## src/rtl/dmem_bridge.sv

```systemverilog
// dmem_bridge: multi-cycle data-memory stage between execute and write-back.
// Turns a load/store from the pipeline into a req/ack bus transaction and
// holds the pipeline via stall until the transaction completes. It also
// raises memEx for misaligned, out-of-range or timed-out accesses.
module dmem_bridge #(
    parameter int          TIMEOUT  = 16,
    parameter logic [31:0] CAPACITY = 32'h0000_ffff
) (
    input  logic        clk,
    input  logic        reset,
    input  logic        MemRead,
    input  logic        MemWrite,
    input  logic [31:0] exeOut,
    input  logic [31:0] rd2,
    output logic [31:0] memOut,
    output logic        stall,
    output logic        memEx,
    output logic        busReq,
    output logic        busWe,
    output logic [31:0] busAddr,
    output logic [31:0] busWData,
    input  logic        busAck,
    input  logic [31:0] busRData
);

    typedef enum logic [1:0] {
        IDLE = 2'd0,
        BUSY = 2'd1,
        DONE = 2'd2
    } state_t;

    // Counter value seen during the last BUSY cycle before the access is abandoned.
    localparam logic [7:0] TO_LAST_C = 8'(TIMEOUT - 1);

    state_t      state_r,     state_nxt_s;
    logic [7:0]  cnt_r,       cnt_nxt_s;
    logic [31:0] mem_out_r,   mem_out_nxt_s;
    logic        mem_ex_r,    mem_ex_nxt_s;
    logic        bus_req_r,   bus_req_nxt_s;
    logic        bus_we_r,    bus_we_nxt_s;
    logic [31:0] bus_addr_r,  bus_addr_nxt_s;
    logic [31:0] bus_wdata_r, bus_wdata_nxt_s;

    logic        access_s;
    logic        valid_s;
    logic        last_cycle_s;

    assign access_s     = MemRead | MemWrite;
    assign valid_s      = (exeOut[1:0] == 2'b00) && (exeOut <= CAPACITY);
    assign last_cycle_s = (cnt_r == TO_LAST_C);

    // Stall is combinational so the PC is held in the very cycle an access appears;
    // it is gated by reset so an abandoned access releases the pipeline at once.
    assign stall = ~reset & (((state_r == IDLE) & access_s) | (state_r == BUSY));

    assign memOut   = mem_out_r;
    assign memEx    = mem_ex_r;
    assign busReq   = bus_req_r;
    assign busWe    = bus_we_r;
    assign busAddr  = bus_addr_r;
    assign busWData = bus_wdata_r;

    // Next-state and next-register logic; every register holds unless a transition updates it.
    always_comb begin
        state_nxt_s     = state_r;
        cnt_nxt_s       = cnt_r;
        mem_out_nxt_s   = mem_out_r;
        mem_ex_nxt_s    = mem_ex_r;
        bus_req_nxt_s   = bus_req_r;
        bus_we_nxt_s    = bus_we_r;
        bus_addr_nxt_s  = bus_addr_r;
        bus_wdata_nxt_s = bus_wdata_r;

        case (state_r)
            IDLE: begin
                if (access_s) begin
                    if (valid_s) begin
                        // MemWrite wins when both controls are set.
                        bus_addr_nxt_s  = exeOut;
                        bus_wdata_nxt_s = rd2;
                        bus_we_nxt_s    = MemWrite;
                        bus_req_nxt_s   = 1'b1;
                        cnt_nxt_s       = 8'd0;
                        state_nxt_s     = BUSY;
                    end else begin
                        mem_ex_nxt_s  = 1'b1;
                        mem_out_nxt_s = 32'd0;
                        state_nxt_s   = DONE;
                    end
                end else begin
                    state_nxt_s = IDLE;
                end
            end
            BUSY: begin
                cnt_nxt_s = cnt_r + 8'd1;
                if (busAck) begin
                    // An ack in the final allowed cycle still completes normally.
                    if (!bus_we_r) begin
                        mem_out_nxt_s = busRData;
                    end else begin
                        mem_out_nxt_s = mem_out_r;
                    end
                    bus_req_nxt_s = 1'b0;
                    mem_ex_nxt_s  = 1'b0;
                    state_nxt_s   = DONE;
                end else if (last_cycle_s) begin
                    bus_req_nxt_s = 1'b0;
                    mem_out_nxt_s = 32'd0;
                    mem_ex_nxt_s  = 1'b1;
                    state_nxt_s   = DONE;
                end else begin
                    state_nxt_s = BUSY;
                end
            end
            DONE: begin
                // Inputs are ignored here so the committing instruction is not re-issued.
                mem_ex_nxt_s = 1'b0;
                state_nxt_s  = IDLE;
            end
            default: begin
                bus_req_nxt_s = 1'b0;
                mem_ex_nxt_s  = 1'b0;
                state_nxt_s   = IDLE;
            end
        endcase
    end

    // State and registered outputs; reset abandons any bus transaction in flight.
    always_ff @(posedge clk or posedge reset) begin
        if (reset) begin
            state_r     <= IDLE;
            cnt_r       <= 8'd0;
            mem_out_r   <= 32'd0;
            mem_ex_r    <= 1'b0;
            bus_req_r   <= 1'b0;
            bus_we_r    <= 1'b0;
            bus_addr_r  <= 32'd0;
            bus_wdata_r <= 32'd0;
        end else begin
            state_r     <= state_nxt_s;
            cnt_r       <= cnt_nxt_s;
            mem_out_r   <= mem_out_nxt_s;
            mem_ex_r    <= mem_ex_nxt_s;
            bus_req_r   <= bus_req_nxt_s;
            bus_we_r    <= bus_we_nxt_s;
            bus_addr_r  <= bus_addr_nxt_s;
            bus_wdata_r <= bus_wdata_nxt_s;
        end
    end

endmodule

```

## config.mk

```make
export PLATFORM = sky130hd
export DESIGN_NAME = dmem_bridge
export DESIGN_NICKNAME = d
export VERILOG_FILES = /design/src/rtl/dmem_bridge.sv
export SDC_FILE = /design/constraint.sdc
export NUM_CORES = 1
export LEC_CHECK = 0
export CORE_UTILIZATION = 45
export CTS_CLUSTER_SIZE = 24
export DETAILED_ROUTE_END_ITERATION = 10
export DONT_BUFFER_PORTS = 1
export HOLD_SLACK_MARGIN = 0.05
export PLACE_DENSITY_LB_ADDON = 0.3
export SYNTH_ARGS = -nofsm -noshare
export SYNTH_HDL_FRONTEND = slang
export SYNTH_SLANG_ARGS = --single-unit
export TNS_END_PERCENT = 5
```

## constraint.sdc

```tcl
create_clock -name clk -period 4.2 [get_ports clk]
set_clock_uncertainty 0.2 [all_clocks]
set_input_delay 0.84 -clock clk [delete_from_list [all_inputs] [get_ports clk]]
set_output_delay 0.84 -clock clk [all_outputs]
set_load 0.02 [all_outputs]
```

==> run metrics, run 1 <==
fin area 4560 um2; reg2reg end busWData[31]$_DFFE_PP0P_; gr busiest metal met2; Mapped Nets 398; Worst setup endpoint stall; Post-route DRC 0; DR WL/cell 20.0 um; distinct cell type count after synthesis 42; final slew viol count 0; max_slew headroom 43.1%; HPWL after detailed placement 5.87 mm; MaxCap Viol Count 0; Tmin final 2.63 ns; most frequent CP cell nor3_1; fin util 49.6%; Reg clk slew, reported paths 0.10 ns; synth cell count leaders 109 x dfrtp_1, 40 x mux2_1, 30 x a22o_1; largest net degree at the start of global routing 61; sequential fraction of the synthesis area 64.1%; Layout Nets 398; final cycle utilization of the critical path 62.5%; Pre-antenna DRT Iters 4; Non-Filler Instances 412; GRT met2 Usage 27.3%; EDFF count, synth 0; CTS Sinks 109; warnings from Yosys 0; Total GRT Usage 16.3%; Async S/R FF share, synth 100%; Reg2Reg Depth 5; Worst Setup SP state_r[0]$_DFF_PP0_; main flop type after synthesis dfrtp_1; die width 99.3 um; initial antenna violation count 0; area delta synth->final 7.14%; synthesized flop and latch total 109; met1 Use GR 19.8%; Final Hold Viols 0; hold_ws 0.256 ns; fmax 381 MHz; PortBufs 0; initial core utilization 46.3%; CP top delay family simple AND/OR/NAND/NOR gates; CTS H-tree lvls 3; Synth Instances 296; crit path kind reg -> out; PD cells 386 nW/um2; max incr delay on CP 0.55 ns; Critical Path RT 3.16 ns; VDD IR max 0.214 mV; post-route ant nets 0; CTS Hold Bufs 0; number of global-route vias before repair 2292; crit path DAT 1.59 ns; post-route setup TNS 0 ns; most frequent cell after synthesis dfrtp_1; Hold Path Class in -> async; final setup violation count 0; first-pass GRT wire length 12.2 mm; critical path's slowest cell dfrtp_1; pre-CTS setup slack 1.22 ns; cts bufs inserted 9; Die Area 9850 um2; global route overflow 0; Die H 99.3 um; routed vias 2388; top post-synthesis cells by area dfrtp_1 64%, mux2_1 11%, a22o_1 6.2%; CTS resizes 0; top cell type's share of synthesized area 64.1%; reg-to-reg setup timing slack 1.59 ns; GPL Wtd Cong 0.709; leakage 2.31 nW; slack of the critical path 1.57 ns; Tot Pwr 1.76 mW; final wirelength 8.25 mm; Antenna diodes 0; Cell Rows 35; met3 Usage GRT 6.11%; Core Area 9200 um2; CP Max Fanout 8; status completed; placed insts 396; RSZ-0062 raised after global routing false; placed cell areas 4350 um2; clock root cell clkbuf_8; CP Depth 2; Max clock buf depth 2; I/O pins 201; CP Buf/Inv Count 0; fraction of layout cells with a size suffix above 1 13.6%; post-CTS setup buffers 0; CP cell instances nor3_1 > nor3_1; clk_lat worst skew 0.36 ns; worst-margin pin slew 0.849 ns; r2r startpoint state_r[0]$_DFF_PP0_; Critical Path Start Type register; leading area contributor after synthesis dfrtp_1; CTS tree yes; critical path endpoint category output port; first-iteration detailed-routing DRC count 83; netlist area before placement 4260 um2; syn_area_per_cell 14.4 um2; fillers 782; Vias/cell 5.80
layout make-up:
class                      instances  area, um2  area share [%]
multi-input combinational        166       1400            30.6
tap                              111        139            3.04
sequential                       109       2730            59.8
clock buffer                      10        138            3.02
timing repair buffer               5       62.6            1.37
clock inverter                     6       76.3            1.67
inverter                           5       21.3           0.466
sequential cells by signal, summed over array words and instances (netlist names):
| name | count |
|---|---|
| memOut | 32 |
| busAddr | 32 |
| busReq | 1 |
| cnt_r | 8 |
| busWData | 32 |
| busWe | 1 |
| memEx | 1 |
| state_r | 2 |
cell usage in the layout (no fill, tap or decap), types with 2 or more instances in the layout:
master / n
clkbuf_8: 10
o211ai_1: 5
buf_4: 3
a22o_1: 30
o21ai_0: 5
nand2b_1: 3
nor3_1: 3
mux2_2: 6
nor4_1: 4
and3_1: 2
nor2b_1: 22
clkinv_4: 2
nor2_1: 2
or2_2: 2
dfrtp_1: 109
nand3_1: 5
mux2_1: 40
inv_6: 2
or3_1: 2
nand2_1: 12
buf_12: 2
inv_1: 4
a22o_2: 2
power breakdown:
part / leakage [nW] / total [mW] / internal (mW) / switching, mW
sequential: 1.48 / 1.06 / 1.05 / 0.00564
clock: 0.109 / 0.658 / 0.303 / 0.355
combinational: 0.722 / 0.0481 / 0.0107 / 0.0374
total: 2.31 / 1.76 / 1.36 / 0.398
cell families after synthesis:
logic type                 synth area share [%]
adders and majority gates                 0.294
muxes                                      12.2
buffers and inverters                      3.35
xor gates and xnor gates                  0.206
DFF                                        64.1
and+or+nand+nor                            8.79
AOI/OAI and AO/OA                          11.1
per-layer routing:
| layer | up-vias | part of all wire, % |
|---|---|---|
| met5 | - | 0 |
| met4 | 0 | 0.62 |
| met3 | 8 | 9.2 |
| met2 | 139 | 49 |
| met1 | 1169 | 41 |
| li1 | 1072 | - |
worst min-delay path by stage:
stage | depth (start not counted) | slack (ns) | end | startpoint
3_5_place_dp | 2 | 0.36 | cnt_r[0]$_DFFE_PP0P_ | cnt_r[0]$_DFFE_PP0P_
6_report | 1 | 0.26 | busAddr[15]$_DFFE_PP0P_ | reset
5_1_grt | 1 | 0.31 | busAddr[26]$_DFFE_PP0P_ | reset
3_3_place_gp | 2 | 0.34 | cnt_r[1]$_DFFE_PP0P_ | cnt_r[1]$_DFFE_PP0P_
2_1_floorplan | 2 | 0.32 | cnt_r[1]$_DFFE_PP0P_ | cnt_r[1]$_DFFE_PP0P_
4_1_cts | 1 | 0.29 | memOut[1]$_DFFE_PP0P_ | reset
Power figures use the tool's default switching activity.
==> run 2: changes to the inputs <==
Clock period 4.2 ns to 2.55 ns, I/O delays scaled along.
==> run 2 against run 1 <==
Clock power up 43%. Sequential power up 64%. Non-clock buffer count up 10. First-iteration DRC count up 41%. Final area up 1.2%. Cell count up 2.2%. Sequential share of layout area down 0.71 points. Die area unchanged. Combinational power up 100%.
==> run metrics, run 2 (synthesized netlist as in run 1, its figures left out) <==
Die Area 9850 um2; Critical Path Start Type register; first-iteration detailed-routing DRC count 117; critical path endpoint category register; area delta synth->final 8.43%; largest net degree at the start of global routing 110; CTS Sinks 109; Cell Rows 35; clk_lat worst skew 0.36 ns; WHS Endpoint busWData[5]$_DFFE_PP0P_; Final Hold Viols 0; PortBufs 0; HPWL after detailed placement 5.55 mm; Tmin final 2.36 ns; cts bufs inserted 9; Critical Path RT 2.61 ns; VDD IR max 0.256 mV; Max clock buf depth 2; MaxCap Viol Count 0; Hold Path Class in -> reg; reg2reg end memOut[24]$_DFFE_PP0P_; die width 99.3 um; Post-route DRC 0; status completed; reg-to-reg setup timing slack 0.19 ns; clock root cell clkbuf_8; met2 WL 3.95 mm; Max Used Layer met4; post-route setup TNS 0 ns; Tot Pwr 2.78 mW; initial antenna violation count 0; I/O pins 201; fmax 424 MHz; Total GRT Usage 16.0%; Die H 99.3 um; max_slew headroom 42.3%; final cycle utilization of the critical path 92.5%; final slew viol count 0; final wirelength 8.23 mm; DR WL/cell 19.6 um; number of global-route vias before repair 2369; Reg clk slew, reported paths 0.11 ns; Layout Nets 408; routed vias 2426; Reg area 2730 um2; CTS resizes 0; r2r startpoint cnt_r[5]$_DFFE_PP0P_; Core Area 9200 um2; Multi-input gate area 1400 um2; Vias/cell 5.76; final setup violation count 0; Antenna diodes 0; post-CTS setup buffers 0; crit path DAT 2.42 ns; crit path kind reg -> reg; CTS H-tree lvls 3; most frequent cells in the layout 109 x dfrtp_1, 40 x mux2_1, 30 x a22o_1, 22 x nor2b_1, 12 x nand2_1; CTS Hold Bufs 1; CTS tree yes; global route overflow 0; most common cell after layout, fill and taps aside dfrtp_1; post-route ant nets 0; first-pass GRT wire length 12.2 mm; hold path start rd2[5]; initial core utilization 46.3%; PD cells 602 nW/um2; GPL Wtd Cong 0.748; Reg2Reg Depth 4; Pre-antenna DRT Iters 6; fillers 765; worst-margin pin slew 0.861 ns; Metal-1 WL 3.39 mm; hold path cells 1; RSZ-0062 raised after global routing false; CP Max Fanout 32; Met3 Routed Length 742 um; leakage 2.33 nW; fraction of layout cells with a size suffix above 1 13.5%
==> run 2: routing by layer <==
metal | global-route usage, % | up-vias
li1 | - | 1089
met1 | 19.9 | 1183
met2 | 25.4 | 139
met3 | 6.11 | 15
met4 | 6.11 | 0
met5 | 0 | -
==> run 2: critical path: stages (launching register included) <==
cell,delay [ns]
dfrtp_1,0.45
or4_4,0.59
o311ai_4,0.34
o211ai_4,0.35
a22o_2,0.32
==> run 2: stage by stage <==
stage	worst slack, ns	hold WS, ns	instance area [um2]	utilization (%)	cells
6_report	0.191	0.0721	4620	50.2	421
5_1_grt	0.112	0.0501	4620	50.2	421
4_1_cts	0.191	0.0517	4550	49.4	414
3_5_place_dp	0.133	0.360	4360	47.5	398
3_3_place_gp	0.192	0.341	4360	47.5	398
2_1_floorplan	0.380	0.318	4260	-	296
==> run 2: how the worst max path moves through the flow <==
stage,depth (start not counted),end,from,slack (ns)
floorplan,6,busAddr[10]$_DFFE_PP0P_,exeOut[20],0.38
global placement,5,busAddr[14]$_DFFE_PP0P_,exeOut[20],0.19
detailed placement,5,busAddr[6]$_DFFE_PP0P_,exeOut[20],0.13
CTS,4,memOut[24]$_DFFE_PP0P_,cnt_r[5]$_DFFE_PP0P_,0.19
global route,4,memOut[15]$_DFFE_PP0P_,cnt_r[5]$_DFFE_PP0P_,0.11
finish,4,memOut[24]$_DFFE_PP0P_,cnt_r[5]$_DFFE_PP0P_,0.19
==> run 2: area by class of cell <==
class | instances | share of cell area, %
Inverter | 5 | 0.488
Clock buffer | 9 | 2.68
Sequential cell | 109 | 59.1
Tap cell | 111 | 3.01
Multi-Input combinational cell | 166 | 30.3
Clock inverter | 6 | 1.06
Timing Repair Buffer | 15 | 3.41
==> run 2: where the power goes <==
part	leakage [nW]	internal [mW]	switching, mW
Sequential	1.48	1.73	0.00630
Clock	0.0900	0.361	0.583
Combinational	0.763	0.0293	0.0680
